`config.mk`:
```
export PLATFORM = sky130hd
export DESIGN_NAME = edge_event_bank_flat
export DESIGN_NICKNAME = d
export VERILOG_FILES = /design/src/rtl/edge_event_bank_if.sv /design/src/rtl/edge_event_bank.sv /design/src/flat_wrapper.sv
export SDC_FILE = /design/constraint.sdc
export NUM_CORES = 1
export LEC_CHECK = 0
export ABC_AREA = 1
export CORE_MARGIN = 1
export CORE_UTILIZATION = 43
export DETAILED_ROUTE_END_ITERATION = 10
export GPL_ROUTABILITY_DRIVEN = 0
export GPL_TIMING_DRIVEN = 0
export PLACE_DENSITY = 0.79
export SYNTH_ARGS = -nofsm -noshare
export SYNTH_HDL_FRONTEND = slang
export SYNTH_SLANG_ARGS = --single-unit
```
`constraint.sdc`:
```
create_clock -name clk -period 1.1 [get_ports clk]
set_input_delay 0.22 -clock clk [delete_from_list [all_inputs] [get_ports clk]]
set_output_delay 0.22 -clock clk [all_outputs]
set_load 0.02 [all_outputs]
```
`src/rtl/edge_event_bank_if.sv`:
```
// edge_event_bank_if: channel bus between the raw-pin side and edge_event_bank
//   in    raw channel levels
//   mode  per-channel edge select, [2i+1:2i]: 00 off, 01 rise, 10 fall, 11 both
//   clr   per-channel pending clear
//   en    one-cycle pulse per qualified edge
//   out   filtered, debounced level
//   pend  sticky event flags
//   irq   OR of pend
//   rdy   priming complete
interface edge_event_bank_if #(parameter int WIDTH = 8);
    logic [WIDTH-1:0]   in;
    logic [2*WIDTH-1:0] mode;
    logic [WIDTH-1:0]   clr;
    logic [WIDTH-1:0]   en;
    logic [WIDTH-1:0]   out;
    logic [WIDTH-1:0]   pend;
    logic               irq;
    logic               rdy;
    modport master (output in, mode, clr, input en, out, pend, irq, rdy);
    modport slave (input in, mode, clr, output en, out, pend, irq, rdy);
endinterface

```
`src/rtl/edge_event_bank.sv`:
```
// edge_event_bank: multi-channel synchronise + debounce + edge-select event bank
//   clk  single clock, all state on its rising edge
//   rst  synchronous active-high reset
//   bus  edge_event_bank_if slave: in/mode/clr in, en/out/pend/irq/rdy out
module edge_event_bank #(
    parameter int WIDTH    = 8,
    parameter int SYNC_STG = 2,
    parameter int DB_CYC   = 4
) (
    input logic clk,
    input logic rst,
    edge_event_bank_if.slave bus
);
    localparam int CW = DB_CYC > 1 ? $clog2(DB_CYC) : 1;
    localparam int PW = $clog2(SYNC_STG + 2);
    localparam logic [PW-1:0] PC_INIT = PW'(SYNC_STG + 1);
    localparam logic [CW-1:0] CMAX = CW'(DB_CYC - 1);
    logic [WIDTH-1:0] y, out, en, pend, acc, hit;
    logic [CW-1:0]    cnt [WIDTH];
    logic [PW-1:0]    pc;
    logic             rdy, prime;
    if (SYNC_STG == 0) begin : g_nosync
        assign y = bus.in;
    end else begin : g_sync
        logic [WIDTH-1:0] s [SYNC_STG];
        always_ff @(posedge clk) begin
            if (rst) begin
                for (int j = 0; j < SYNC_STG; j++) s[j] <= '0;
            end else begin
                s[0] <= bus.in;
                for (int j = 1; j < SYNC_STG; j++) s[j] <= s[j-1];
            end
        end
        assign y = s[SYNC_STG-1];
    end
    assign prime = pc != '0;
    // acc: transition accepted this edge; hit: accepted and its direction enabled
    always_comb begin
        acc = '0;
        hit = '0;
        for (int i = 0; i < WIDTH; i++) begin
            acc[i] = !prime && (y[i] != out[i]) && (cnt[i] == CMAX);
            hit[i] = acc[i] && (y[i] ? bus.mode[2*i] : bus.mode[2*i+1]);
        end
    end
    always_ff @(posedge clk) begin
        if (rst) begin
            pc   <= PC_INIT;
            rdy  <= 1'b0;
            out  <= '0;
            en   <= '0;
            pend <= '0;
            for (int i = 0; i < WIDTH; i++) cnt[i] <= '0;
        end else begin
            if (prime) pc <= pc - PW'(1);
            rdy  <= rdy | (pc == PW'(1));
            en   <= hit;
            pend <= hit | (pend & ~bus.clr);
            for (int i = 0; i < WIDTH; i++) begin
                cnt[i] <= (prime || y[i] == out[i] || acc[i]) ? '0 : cnt[i] + CW'(1);
                if (prime || acc[i]) out[i] <= y[i];
            end
        end
    end
    assign bus.en   = en;
    assign bus.out  = out;
    assign bus.pend = pend;
    assign bus.irq  = |pend;
    assign bus.rdy  = rdy;
endmodule

```
`src/flat_wrapper.sv`:
```
// flat-port wrapper written by rule: the top's interface ports become plain ports
module edge_event_bank_flat 
#(
    parameter int WIDTH    = 8,
    parameter int SYNC_STG = 2,
    parameter int DB_CYC   = 4
)
  (clk, rst, bus_in, bus_mode, bus_clr, bus_en, bus_out, bus_pend, bus_irq, bus_rdy);
  edge_event_bank_if #(.WIDTH(WIDTH)) bus_i ();
  input logic clk;
  input logic rst;
  input wire logic [$bits(bus_i.in)-1:0] bus_in;
  input wire logic [$bits(bus_i.mode)-1:0] bus_mode;
  input wire logic [$bits(bus_i.clr)-1:0] bus_clr;
  output wire logic [$bits(bus_i.en)-1:0] bus_en;
  output wire logic [$bits(bus_i.out)-1:0] bus_out;
  output wire logic [$bits(bus_i.pend)-1:0] bus_pend;
  output wire logic [$bits(bus_i.irq)-1:0] bus_irq;
  output wire logic [$bits(bus_i.rdy)-1:0] bus_rdy;
  assign bus_i.in = bus_in;
  assign bus_i.mode = bus_mode;
  assign bus_i.clr = bus_clr;
  assign bus_en = bus_i.en;
  assign bus_out = bus_i.out;
  assign bus_pend = bus_i.pend;
  assign bus_irq = bus_i.irq;
  assign bus_rdy = bus_i.rdy;
  edge_event_bank #(.WIDTH(WIDTH), .SYNC_STG(SYNC_STG), .DB_CYC(DB_CYC)) u_core (.clk(clk), .rst(rst), .bus(bus_i));
endmodule
```
==> results.md <==
- Status: finished, violations left
- Failing checks: setup timing
- Slew @ Worst Pin: about 0.28 ns
- Layout cells sized above 1: between 30% and 40%
- Reg2reg start: u_core.pc[1]
- Crit path launch: u_core.bus.pend[5]
- Worst skew pair latency: 0.33 ns
- Final Hold Fails: 0
- Leak: approximately 1.6 nW
- Number of global-route vias before repair: ~1,900
- Met3 routed WL: around 230 µm
- DRC Markers: 0
- Antenna violations before repair: 0
- Max VDD drop: between 1 and 1.5 mV
- Inserted Diodes: 0
- Clock root buffer: clkbuf_8
- TritonCTS Sinks: 59
- Final #Nets: 420
- Worst setup EP type: primary output
- CTS Buffer Depth: 2
- Worst EP required: 0.88 ns
- Clock Pin Slew Worst Setup and Hold Paths: ~0.060 ns
- H-tree Lvls: 3
- Final setup vio count: 32
- First-pass GRT wire length: 7755 µm
- Crit path arrival time: a little over 1 ns
- Core Util, Final: 66.12%
- DRT Wirelength: around 5200 µm
- Final Max Tran Viols: 0
- Clock Skew: approximately 0.0067 ns
- PD cells: ~1400 nW/µm²
- Vias/cell: about 4.6
- Antenna-violating nets left: 0
- Crit start category: register
- Die width: approximately 75 µm
- Cell variety after synth: 16
- Gate Count Post-Synth: about 300
- Worst Setup Path Type: register to primary output
- Sequential cell area fraction in the yosys report: ~52%
- Reg-to-reg slack, setup: -0.09 ns
- #FFs+latches synth: 59
- Worst slew margin: 81.41%
- Initial Util: between 40% and 50%
- Tot GR Track Use: 19.07%
- DP HPWL: 3373 µm
- Mapped Area: between 2000 and 2500 µm²
- I/O Buffers: slightly below 60
- Met2 wire len: around 2700 µm
- TritonCTS buffer count: 9
- Largest net degree at the start of global routing: 11
- DRT iter0 DRCs: 40
- Drt pass-1 iters: 4
- Worst Hold Slack: around 0.28 ns
- Minimum clock period: approximately 1.2 ns
- DP Cell Count: 428
- Hold crit path type: primary input to register
- R2r endpoint: u_core.cnt[0][0]
- Die Ht: approximately 75 µm
- R2R depth: 8
- Total core area: slightly above 5000 µm²
- CTS tree: built
- Met1 WL: between 2000 and 2500 µm
- Synth warn: 0
- Max layer used: met4
- RSZ-0062 raised after global routing: true
- Period Utilization, post-route: 113.0%
- GRT overflow: 0
- Maximum clock rate: about 800 MHz
- Routed wire per std cell: 11.61 µm
- Max Cap Viol: 0
- Tot Pwr: around 4.8 mW
- Hold_sp: rst
- Site row count: 26
- Worst-path fanout max: 3
- Die area: around 5600 µm²
- Number of top-level pins: 60
- Crit path capture: bus_irq
- Fin cells: 450
- Vias: around 2,000
- Syn Area/Cell: approximately 7.6 µm²
- Synth Net Count: approximately 340
- Worst setup margin: -0.1429 ns
- Area delta synth->final: 48.22%
-- flip-flops by register name, summed over array words and instances (netlist names) --
| name | cells |
|---|---|
| u_core.bus.en | 8 |
| u_core.bus.out | 8 |
| u_core.bus.pend | 8 |
| u_core.bus.rdy | 1 |
| u_core.cnt | 16 |
| u_core.g_sync.s | 16 |
| u_core.pc | 2 |
-- cell families after synthesis --
family / after synthesis / synth area share, %
adders and majority gates: 10 / 5.491
and+or+nand+nor: 136 / 25.26
AOI/OAI and AO/OA: 20 / 4.393
DFF: 59 / 51.84
buffers and inverters: 74 / 13.01
-- power breakdown --
group	internal, mW	switching [mW]	leakage [nW]
clock	1.03	0.771	0.0902
sequential	2.22	0.0605	0.487
combinational	0.362	0.352	1.05
total	3.61	1.18	1.63
-- per-layer routing --
layer	up-vias	global-route usage [%]
met2	60	32.63
li1	1055	-
met1	930	21.06
met4	0	12.58
met3	13	4.685
met5	-	0
-- timing repair --
action / 4_1_cts / 5_1_grt
cloned: 1 / 0
hold buffers: 0 / 0
resized for setup: 149 / 65
buffers inserted: 3 / 3
setup endpoints to repair: 55 / 51
pin swaps: 10 / 15
-- cells in the mapped netlist --
| library cell | number | area, µm² |
|---|---|---|
| nor2_1 | 72 | 270.3 |
| inv_1 | 66 | 247.7 |
| dfxtp_1 | 59 | 1181 |
| nand2_1 | 33 | 123.9 |
| o21ai_0 | 15 | 75.07 |
| nand3_1 | 12 | 60.06 |
| ha_1 | 10 | 125.1 |
| nand3b_1 | 8 | 60.06 |
| nor3_1 | 6 | 30.03 |
| a21oi_1 | 5 | 25.02 |
| nand4_1 | 4 | 25.02 |
| buf_2 | 3 | 15.01 |
| buf_4 | 2 | 15.01 |
| inv_2 | 2 | 7.510 |
| buf_6 | 1 | 11.26 |
| nand2_2 | 1 | 6.260 |
-- layout make-up --
class                   count  area [µm²]
flip-flops and latches     59        1205
multi-input cells         166        1015
clock buffers              12       135.1
inverters                  68       260.3
clock inverters             3       40.04
plain buffers               6       57.56
repair buffers             66       576.8
fillers                   435        1730
well taps                  70       87.58
-- through the flow --
stage / worst slack, ns / instance area, µm² / TNS [ns]
2_1_floorplan: 0.007792 / 2286 / 0
3_3_place_gp: -0.3130 / 2964 / -13.74
3_5_place_dp: -0.3409 / 2964 / -14.99
4_1_cts: -0.1706 / 3171 / -0.5603
5_1_grt: -0.1851 / 3377 / -3.601
6_report: -0.1429 / 3377 / -1.699
-- critical path, cell delays in order (launching register included) --
cell	delay (ns)
dfxtp_2	0.33
nor2_2	0.11
nand4_1	0.11
buf_6	0.15
-- worst min path at each step --
stage                              to  cells after the start
2_1_floorplan            u_core.pc[0]                      2
3_3_place_gp   u_core.g_sync.s[0][15]                      2
3_5_place_dp   u_core.g_sync.s[0][12]                      2
4_1_cts         u_core.g_sync.s[0][7]                      3
5_1_grt                  u_core.pc[0]                      3
6_report                 u_core.pc[0]                      3
-- cell usage in the layout, fill, tap and decap left out, drive strengths merged --
cell type	synthesis	layout
a21oi	5	5
buf	6	39
bufinv	0	1
clkbuf	0	12
clkdlybuf4s50	0	32
clkinv	0	2
dfxtp	59	59
dlymetal6s2s	0	1
ha	10	10
inv	68	68
nand2	34	34
nand3	12	12
nand3b	8	8
nand4	4	4
nor2	72	72
nor3	6	6
o21ai	15	15
Note: power is estimated with default switching activity, not from simulation.
